File: src/rtl/renderer_pkg.sv
// Shared definitions for the lane renderer: unit-type encoding, palette and geometry defaults.
package renderer_pkg;

    typedef enum logic [1:0] {
        UT_NONE = 2'b00,
        UT_T1   = 2'b01,
        UT_T2   = 2'b10,
        UT_T3   = 2'b11
    } unit_type_t;

    localparam logic [11:0] COL_T1     = 12'hF00;
    localparam logic [11:0] COL_T2     = 12'h0F0;
    localparam logic [11:0] COL_T3     = 12'h00F;
    localparam logic [11:0] COL_GROUND = 12'h2D2;
    localparam logic [11:0] COL_SKY    = 12'h37B;
    localparam logic [11:0] COL_BLANK  = 12'h000;

    localparam int DEF_UNIT_W      = 10;
    localparam int DEF_LANE_H      = 10;
    localparam int DEF_LANE_X0     = 203;
    localparam int DEF_LANE_Y0     = 386;
    localparam int DEF_LANE_PITCH  = 20;
    localparam int DEF_GROUND_Y    = 396;
    localparam int DEF_COMMIT_LINE = 480;

    function automatic logic [11:0] type_colour(input unit_type_t t);
        logic [11:0] c;
        case (t)
            UT_T1:   c = COL_T1;
            UT_T2:   c = COL_T2;
            UT_T3:   c = COL_T3;
            default: c = COL_BLANK;
        endcase
        return c;
    endfunction

endpackage

File: src/rtl/unit_table.sv
// Double-buffered unit table: writes land in the shadow copy, which is published
// to the active copy once per frame at the commit line when a commit is pending.
module unit_table
    import renderer_pkg::*;
#(
    parameter int NUM_UNITS   = 16,
    parameter int NUM_LANES   = 2,
    parameter int LOC_W       = 9,
    parameter int COMMIT_LINE = DEF_COMMIT_LINE,
    localparam int IDX_W      = $clog2(NUM_UNITS),
    localparam int LANE_IW    = (NUM_LANES > 1) ? $clog2(NUM_LANES) : 1
) (
    input  logic               clk,
    input  logic               rst,
    input  logic [9:0]         hCount,
    input  logic [9:0]         vCount,
    input  logic               upd_valid,
    output logic               upd_ready,
    input  logic [IDX_W-1:0]   upd_idx,
    input  logic [LOC_W-1:0]   upd_loc,
    input  logic [1:0]         upd_type,
    input  logic [LANE_IW-1:0] upd_lane,
    input  logic               frame_commit,
    output logic               commit_done,
    output logic [LOC_W-1:0]   act_loc  [NUM_UNITS],
    output unit_type_t         act_type [NUM_UNITS],
    output logic [LANE_IW-1:0] act_lane [NUM_UNITS]
);

    logic               pending;
    logic               copy_cycle;
    logic [LOC_W-1:0]   sh_loc  [NUM_UNITS];
    unit_type_t         sh_type [NUM_UNITS];
    logic [LANE_IW-1:0] sh_lane [NUM_UNITS];

    assign copy_cycle = pending && (vCount == 10'(COMMIT_LINE)) && (hCount == 10'd0);
    // Writes are held off on the copy edge so a slot is never half-published.
    assign upd_ready  = ~rst && ~copy_cycle;

    always_ff @(posedge clk) begin
        if (rst) begin
            pending     <= 1'b0;
            commit_done <= 1'b0;
            for (int i = 0; i < NUM_UNITS; i++) begin
                sh_loc[i]   <= '0;
                sh_type[i]  <= UT_NONE;
                sh_lane[i]  <= '0;
                act_loc[i]  <= '0;
                act_type[i] <= UT_NONE;
                act_lane[i] <= '0;
            end
        end else begin
            commit_done <= copy_cycle;
            if (copy_cycle)
                pending <= frame_commit;
            else if (frame_commit)
                pending <= 1'b1;

            if (upd_valid && upd_ready) begin
                sh_loc[upd_idx]  <= upd_loc;
                sh_type[upd_idx] <= unit_type_t'(upd_type);
                sh_lane[upd_idx] <= upd_lane;
            end

            if (copy_cycle) begin
                for (int i = 0; i < NUM_UNITS; i++) begin
                    act_loc[i]  <= sh_loc[i];
                    act_type[i] <= sh_type[i];
                    act_lane[i] <= sh_lane[i];
                end
            end
        end
    end

endmodule

File: src/rtl/lane_renderer.sv
// Lane renderer: hit detection over the active unit table and a two-stage pixel pipeline.
// Define UNIT_OUTLINE_EN to draw a black one-pixel outline around each unit.
module lane_renderer
    import renderer_pkg::*;
#(
    parameter int NUM_UNITS   = 16,
    parameter int NUM_LANES   = 2,
    parameter int LOC_W       = 9,
    parameter int UNIT_W      = DEF_UNIT_W,
    parameter int LANE_H      = DEF_LANE_H,
    parameter int LANE_X0     = DEF_LANE_X0,
    parameter int LANE_Y0     = DEF_LANE_Y0,
    parameter int LANE_PITCH  = DEF_LANE_PITCH,
    parameter int GROUND_Y    = DEF_GROUND_Y,
    parameter int COMMIT_LINE = DEF_COMMIT_LINE,
    localparam int IDX_W      = $clog2(NUM_UNITS),
    localparam int LANE_IW    = (NUM_LANES > 1) ? $clog2(NUM_LANES) : 1
) (
    input  logic               clk,
    input  logic               rst,
    input  logic               bright,
    input  logic [9:0]         hCount,
    input  logic [9:0]         vCount,
    input  logic               upd_valid,
    output logic               upd_ready,
    input  logic [IDX_W-1:0]   upd_idx,
    input  logic [LOC_W-1:0]   upd_loc,
    input  logic [1:0]         upd_type,
    input  logic [LANE_IW-1:0] upd_lane,
    input  logic               frame_commit,
    output logic               commit_done,
    output logic [11:0]        rgb
);

    logic [LOC_W-1:0]   act_loc  [NUM_UNITS];
    unit_type_t         act_type [NUM_UNITS];
    logic [LANE_IW-1:0] act_lane [NUM_UNITS];

    unit_table #(
        .NUM_UNITS   (NUM_UNITS),
        .NUM_LANES   (NUM_LANES),
        .LOC_W       (LOC_W),
        .COMMIT_LINE (COMMIT_LINE)
    ) u_table (
        .clk          (clk),
        .rst          (rst),
        .hCount       (hCount),
        .vCount       (vCount),
        .upd_valid    (upd_valid),
        .upd_ready    (upd_ready),
        .upd_idx      (upd_idx),
        .upd_loc      (upd_loc),
        .upd_type     (upd_type),
        .upd_lane     (upd_lane),
        .frame_commit (frame_commit),
        .commit_done  (commit_done),
        .act_loc      (act_loc),
        .act_type     (act_type),
        .act_lane     (act_lane)
    );

    logic [10:0]          h11, v11, y_lo, y_hi, x_lo, x_hi;
    logic [NUM_LANES-1:0] in_band;
    logic                 hit_any;
    logic [IDX_W-1:0]     hit_idx;
`ifdef UNIT_OUTLINE_EN
    logic [NUM_LANES-1:0] band_edge_row;
    logic                 hit_edge;
    logic                 s1_edge;
`endif

    always_comb begin
        h11     = {1'b0, hCount};
        v11     = {1'b0, vCount};
        y_lo    = '0;
        y_hi    = '0;
        in_band = '0;
`ifdef UNIT_OUTLINE_EN
        band_edge_row = '0;
`endif
        for (int l = 0; l < NUM_LANES; l++) begin
            y_lo       = 11'(LANE_Y0 + l * LANE_PITCH);
            y_hi       = y_lo + 11'(LANE_H - 1);
            in_band[l] = (v11 >= y_lo) && (v11 <= y_hi);
`ifdef UNIT_OUTLINE_EN
            band_edge_row[l] = (v11 == y_lo) || (v11 == y_hi);
`endif
        end
    end

    // Scan from the top index down so the lowest-index hit is the one left standing.
    always_comb begin
        hit_any = 1'b0;
        hit_idx = '0;
        x_lo    = '0;
        x_hi    = '0;
`ifdef UNIT_OUTLINE_EN
        hit_edge = 1'b0;
`endif
        for (int i = NUM_UNITS - 1; i >= 0; i--) begin
            x_lo = 11'(act_loc[i]) + 11'(LANE_X0);
            x_hi = x_lo + 11'(UNIT_W - 1);
            if ((act_type[i] != UT_NONE) && (int'(act_lane[i]) < NUM_LANES) &&
                in_band[act_lane[i]] && (h11 >= x_lo) && (h11 <= x_hi)) begin
                hit_any = 1'b1;
                hit_idx = IDX_W'(i);
`ifdef UNIT_OUTLINE_EN
                hit_edge = (h11 == x_lo) || (h11 == x_hi) || band_edge_row[act_lane[i]];
`endif
            end
        end
    end

    logic             s1_bright, s1_hit, s1_band, s1_ground;
    logic [IDX_W-1:0] s1_idx;

    always_ff @(posedge clk) begin
        if (rst) begin
            s1_bright <= 1'b0;
            s1_hit    <= 1'b0;
            s1_idx    <= '0;
            s1_band   <= 1'b0;
            s1_ground <= 1'b0;
`ifdef UNIT_OUTLINE_EN
            s1_edge   <= 1'b0;
`endif
        end else begin
            s1_bright <= bright;
            s1_hit    <= hit_any;
            s1_idx    <= hit_idx;
            s1_band   <= |in_band;
            s1_ground <= (vCount >= 10'(GROUND_Y));
`ifdef UNIT_OUTLINE_EN
            s1_edge   <= hit_edge;
`endif
        end
    end

    // The active table only changes on the commit line, outside every lane band,
    // so looking the type up one stage late is safe.
    always_ff @(posedge clk) begin
        if (rst)
            rgb <= COL_BLANK;
        else if (!s1_bright)
            rgb <= COL_BLANK;
        else if (s1_hit && s1_band)
`ifdef UNIT_OUTLINE_EN
            rgb <= s1_edge ? COL_BLANK : type_colour(act_type[s1_idx]);
`else
            rgb <= type_colour(act_type[s1_idx]);
`endif
        else
            rgb <= s1_ground ? COL_GROUND : COL_SKY;
    end

endmodule

File: config.mk
export PLATFORM = sky130hd
export DESIGN_NAME = lane_renderer
export DESIGN_NICKNAME = d
export VERILOG_FILES = /design/src/rtl/renderer_pkg.sv /design/src/rtl/unit_table.sv /design/src/rtl/lane_renderer.sv
export SDC_FILE = /design/constraint.sdc
export NUM_CORES = 1
export LEC_CHECK = 0
export CORE_ASPECT_RATIO = 1.25
export CORE_MARGIN = 5
export CORE_UTILIZATION = 45
export DETAILED_ROUTE_END_ITERATION = 6
export GPL_TIMING_DRIVEN = 0
export SYNTH_ARGS = -nofsm -noshare
export SYNTH_HDL_FRONTEND = slang
export SYNTH_SLANG_ARGS = --single-unit
File: constraint.sdc
create_clock -name clk -period 3.44 [get_ports clk]
set_input_delay 0.344 -clock clk [delete_from_list [all_inputs] [get_ports clk]]
set_output_delay 0.344 -clock clk [all_outputs]
set_load 0.005 [all_outputs]
==> impl_metrics.ini, run 1 <==
[cts]
cts_buffers = 42
cts.clk_slew.worst_paths_ns = 0.06
cts-root-buf = clkbuf_16
cts_tree = done
htreeDepth = 2
cts.sinks = 403
ctsLongestPathBuffers = 3
clock_latency_ns = 0.57
cts_hold_buf = 0

[finish]
final_area_um2 = 31200
layout-drive-gt1-share_pct = 13.8
layout_common_cells = 506 x nand2_1, 332 x ha_1, 271 x a21oi_1
regArea_um2 = 10100
layout_commonest_cell = nand2_1
fillCellCount = 5233
area_growth_pct = 19.3
multi_input_area_um2 = 16800
nets = 3416

[critical_path]
criticalPathCategory = reg -> reg
end_kind = register
ff2ff_path_depth = 18
start_kind = register
crit_required_ns = 3.90
worstReg2RegEnd = s1_idx[1]
r2r-start = u_table.act_loc[27]
reg2reg_slack_ns = -0.28
arrival_ns = 4.18
critPathMaxFanout = 4

[power]
p_per_area_nw_per_um2 = 345
irDropWorstVdd_mv = 0.284
power_mw = 10.8
p_leak_nw = 11.7

[yosys]
synth-seq-cells = 403
yosysTopAreaCell = edfxtp_1
postSynthCellCount = 2867
syn_avg_cell_area_um2 = 9.13
seq_area_frac_synth_pct = 38.1
async_flop_share_pct = 0
synth_area_leaders = edfxtp_1 22%, ha_1 16%, dfxtp_1 16%
synth_area_um2 = 26200
synthFlopType = dfxtp_1
synth_fp_nets = 3249
synth-edff-count = 192
ys.warnings.count = 0
synth_top_area_share_pct = 22.0
ys_types = 67

[placed_design]
place.gp.congestion = 0.885
place_area_um2 = 27800
dpl.hpwl_mm = 56.8
io_buffers = 53

[hold_path]
min_from = bright
min_to = s1_bright
hold_depth = 2
holdCritPathClass = in -> reg

[route]
remaining_drc_errors = 0
drt.antenna.violating_nets = 0
drtIter0Drc = 1168
viasPerCell = 5.68
drtPass1Iterations = 6
drt-total-wl_mm = 77.7
vias = 21700
wl_per_cell_um = 20.3

[sta]
timing.final.crit_share_pct = 108
setup_slack_ns = -0.283
finalMaxSlewViolations = 0
max-slew-margin-rel_pct = 21.5
worstMarginPinSlew_ns = 1.18
fin_crit_ns = 3.72
setup_viol = 5
hold_violations = 0
grt_setup_unrepaired = true
max_freq_ghz = 0.269
finClkSkew_ns = 0.0213

[floorplanning]
io_pins = 55
core_um2 = 57400
start_util_pct = 45.6
die_w_um = 226
die-area_um2 = 63100
rows = 98
die_y_um = 280

[global_routing]
antenna_found_initial = 0
grt_usage_pct = 23.9
grt_max_degree = 21
grt_pass1_vias = 21800
grt_pass1_wl_mm = 118
gr-total-overflow = 0

[flow_run]
drv_cap = 0

[status]
violations = setup timing
status = finished, violations left
==> metal layers <==
metal	track usage, %	share of wire, %
met1	28.5	40
met2	43.1	51
met3	3.05	4.3
met4	9.92	4.5
met5	0	0
==> registers in the layout, summed over array words and instances (netlist names), 4 cells and up <==
register	count
u_table.act_lane	16
s1_idx	4
rgb	9
u_table.act_type	32
u_table.sh_loc	144
u_table.sh_type	32
u_table.sh_lane	16
u_table.act_loc	144
==> area by class of cell <==
class / count / share of cell area [%]
antenna: 4 / 0.0320
buffer: 113 / 1.43
clock buffer: 72 / 4.35
clock inverter: 6 / 0.188
inverter: 102 / 1.27
multi-input combinational: 2248 / 53.8
sequential: 403 / 32.2
tap: 750 / 3.00
timing repair buffer: 124 / 3.70
==> Yosys cell counts (24+ instances only) <==
master,count
xnor2_1,114
xor2_1,110
nand2_1,507
nand3_1,34
inv_1,101
a21oi_1,300
nor2_1,83
and2_1,193
nand2b_1,48
o21ai_0,85
ha_1,341
nand3b_1,24
edfxtp_1,192
nor3_1,48
dfxtp_1,211
clkbuf_1,108
nor3b_1,39
a211oi_1,33
==> where the power goes <==
part | switching (mW) | total [mW] | internal [mW]
Sequential | 0.0407 | 5.18 | 5.14
Clock | 1.90 | 4.66 | 2.76
Combinational | 0.608 | 0.925 | 0.317
==> how the worst max path moves through the flow <==
stage                     cells after the start  slack [ns]                 from         to
after floorplan                              18       -0.03  u_table.act_loc[27]  s1_idx[1]
after global placement                        9       -2.38            hCount[3]     s1_hit
after detailed placement                     17       -1.33  u_table.act_loc[36]     s1_hit
after CTS                                    18       -0.21  u_table.act_loc[36]  s1_idx[2]
after global routing                         17       -0.43  u_table.act_loc[36]  s1_idx[1]
final                                        18       -0.28  u_table.act_loc[27]  s1_idx[1]
==> per-stage QoR <==
stage	instances	hold slack [ns]	TNS (ns)	setup slack, ns	utilization, %
after floorplan	2867	0.438	-0.0258	-0.0258	-
after global placement	3670	0.447	-995.27	-2.38	48.2
after detailed placement	3680	0.453	-176.02	-1.33	48.5
after CTS	3800	0.338	-0.673	-0.206	53.6
after global routing	3818	0.382	-1.93	-0.431	54.4
final	3822	0.355	-1.14	-0.283	54.5
==> logic make-up (layout without fill, tap and decap cells) <==
group           after synthesis  count (layout)  share of synthesized area (%)
buf+inv                     216             417                           3.18
fa+ha+maj                   341             341                           16.3
xor+xnor                    224             224                           7.49
simple gates               1080            1080                           20.3
compound gates              593             593                           13.7
other cells                   0               4                              0
mux                          10              10                          0.860
flops                       403             403                           38.1
==> worst max-delay path, stage by stage, from the launching register on <==
cell and delay [ns]:
dfxtp_4 0.37, inv_4 0.04, ha_4 0.16, inv_2 0.05, a21oi_2 0.05, nand3b_1 0.24, xnor2_2 0.21, nor3_2 0.23
a32oi_1 0.14, ha_1 0.36, a21oi_2 0.16, nand2_1 0.09, nor3_2 0.21, a21oi_2 0.12, or4_4 0.61, clkinv_4 0.07
nor3b_2 0.04, o211a_1 0.25, o211a_1 0.20
==> repair_timing <==
action,4_1_cts,5_1_grt
pin swaps,87,64
buffers inserted,43,21
endpoints found under the hold margin,0,0
resized for setup,246,68
endpoints found under the setup margin,8,83
No activity file was read; power rests on OpenSTA's default activity.
==> run 2, diff against run 1 <==
--- a/config.mk
+++ b/config.mk
@@ -10,6 +10,7 @@
 export CORE_UTILIZATION = 45
 export DETAILED_ROUTE_END_ITERATION = 6
 export GPL_TIMING_DRIVEN = 0
+export PLACE_DENSITY_LB_ADDON = 0.05
 export SYNTH_ARGS = -nofsm -noshare
 export SYNTH_HDL_FRONTEND = slang
 export SYNTH_SLANG_ARGS = --single-unit
==> run 2 against run 1 <==
Effect of this change: the run still ends with setup timing left; routed wire length grew 4.1%; critical path depth stayed put; non-clock buffer count fell by 4; setup slack improved by 0.047 ns.
==> impl_metrics.ini, run 2 (synthesized netlist as in run 1, its figures left out) <==
[finish]
diodes = 0
top_regs = u_table.act_loc x144, u_table.sh_loc x144
layout_common_cells = 504 x nand2_1, 332 x ha_1, 267 x a21oi_1
layout-drive-gt1-share_pct = 13.9
area_growth_pct = 19.4
fillCellCount = 5223
nets = 3415
layout_commonest_cell = nand2_1
final_area_um2 = 31300

[critical_path]
criticalPathCategory = reg -> reg
crit_slowest_cell = dfxtp_4
end_kind = register
start_kind = register
arrival_ns = 4.14
critical_path.max_stage_delay_ns = 0.38
crit_chain = inv_4 -> ha_4 -> xor2_1 -> or3_4 -> a21oi_4 -> nor3b_4 -> xnor2_1 -> ha_1 -> nand4_1 -> nor2_1 -> a2111oi_2 -> a221oi_2 -> nor4_2 -> buf_4 -> nor2_4 -> nand3_1 -> o211a_1 -> o211a_1
critPathMaxFanout = 4
crit_top_cell = o211a_1
crit_family = simple AND/OR/NAND/NOR gates
crit_buf_inv = 2
crit_required_ns = 3.90

[cts]
cts_hold_buf = 0
cts.sinks = 403
cts.clk_slew.worst_paths_ns = 0.06
cts_buffers = 45
ctsLongestPathBuffers = 3
htreeDepth = 2
cts-root-buf = clkbuf_16
cts_tree = done
clock_latency_ns = 0.57

[sta]
finalMaxSlewViolations = 0
timing.final.crit_share_pct = 107
hold_violations = 0
setup_viol = 5
max-slew-margin-rel_pct = 27.8
worstMarginPinSlew_ns = 1.08
setup_slack_ns = -0.236
finClkSkew_ns = 0.00889
grt_setup_unrepaired = true
max_freq_ghz = 0.272
whs_ns = 0.437
fin_crit_ns = 3.68

[global_routing]
gr-total-overflow = 0
grt_usage_pct = 24.9
grt_max_degree = 22
grt_pass1_wl_mm = 122
grt_pass1_vias = 21800
antenna_found_initial = 1

[route]
wl_per_cell_um = 21.2
drt-total-wl_mm = 80.9
drt.antenna.violating_nets = 0
routed-wl-met2_mm = 40.9
viasPerCell = 5.62
dr.max_layer_used = met4
wirelength_met1_mm = 33.4
remaining_drc_errors = 0
wl_met3_mm = 3.61
drtPass1Iterations = 5
drtIter0Drc = 1203
vias = 21500

[power]
p_leak_nw = 11.7
p_per_area_nw_per_um2 = 351
power_mw = 11.0
irDropWorstVdd_mv = 0.353

[floorplanning]
rows = 98
start_util_pct = 45.6
io_pins = 55
die-area_um2 = 63100
die_y_um = 280
core_um2 = 57400
die_w_um = 226

[placed_design]
place_area_um2 = 27900
place.gp.congestion = 0.882
dpl.hpwl_mm = 58.7
io_buffers = 53

[hold_path]
holdCritPathClass = in -> reg

[status]
status = finished, violations left
violations = setup timing

[flow_run]
drv_cap = 0
## run 2: changes by cell type in the layout (fill, tap and decap cells not counted), sizes merged
cell and delta:
clkbuf -7, clkinv +7, buf -4, diode -4
bufinv +3, inv +2
## run 2: worst register-to-register path, cell delays in order, from the launching register on
cell and delay, ns:
dfxtp_4 0.38, inv_4 0.05, ha_4 0.17, xor2_1 0.15, or3_4 0.36, a21oi_4 0.14
nor3b_4 0.24, xnor2_1 0.11, ha_1 0.30, nand4_1 0.14, nor2_1 0.16, a2111oi_2 0.09
a221oi_2 0.33, nor4_2 0.09, buf_4 0.18, nor2_4 0.15, nand3_1 0.09, o211a_1 0.23
o211a_1 0.21
## run 2: where the power goes
| part | total, mW | leakage [nW] | switching (mW) | internal, mW |
|---|---|---|---|---|
| Clock | 4.85 | 0.712 | 1.96 | 2.89 |
| Sequential | 5.19 | 3.55 | 0.0467 | 5.14 |
| Combinational | 0.927 | 7.46 | 0.613 | 0.314 |
## run 2: final timing paths
check | startpoint | endpoint | slack (ns) | cells after the start
setup / recovery | u_table.act_loc[36] | s1_idx[1] | -0.24 | 18
hold / removal | bright | s1_bright | 0.44 | 2
setup reg to reg | u_table.act_loc[36] | s1_idx[1] | -0.24 | 18
hold reg to reg | u_table.act_type[31] | u_table.act_type[31] | 0.47 | 2
## run 2: stage by stage
step	setup TNS, ns	setup WS (ns)	util, %	std cells
final	-0.803	-0.236	54.5	3819
after global routing	-1.65	-0.408	54.5	3819
after CTS	-0.666	-0.214	53.5	3803
after detailed placement	-260.77	-1.51	48.5	3681
after global placement	-1046.41	-2.52	48.2	3670
after floorplan	-0.0258	-0.0258	-	2867
## run 2: repair_timing
item	4_1_cts	5_1_grt
setup buffers	40	17
endpoints found under the hold margin	0	0
resized for setup	223	95
setup endpoints to repair	35	5
pin swaps	66	62
## run 2: per-layer routing
layer  vias to the layer above  global-route usage (%)
met4                         0                    7.87
met5                         -                       0
li1                      10400                       -
met1                     10400                    31.0
met3                       150                    2.83
met2                       476                    45.1
## run 2: layout make-up
| cell class | instances | area [µm²] | area share [%] |
|---|---|---|---|
| Buffer | 113 | 448 | 1.43 |
| Clock buffer | 65 | 1280 | 4.10 |
| Clock inverter | 18 | 193 | 0.616 |
| Inverter | 102 | 393 | 1.26 |
| Multi-Input combinational cell | 2248 | 16800 | 53.8 |
| Sequential cell | 403 | 10100 | 32.2 |
| Tap cell | 750 | 938 | 3.00 |
| Timing Repair Buffer | 120 | 1130 | 3.62 |
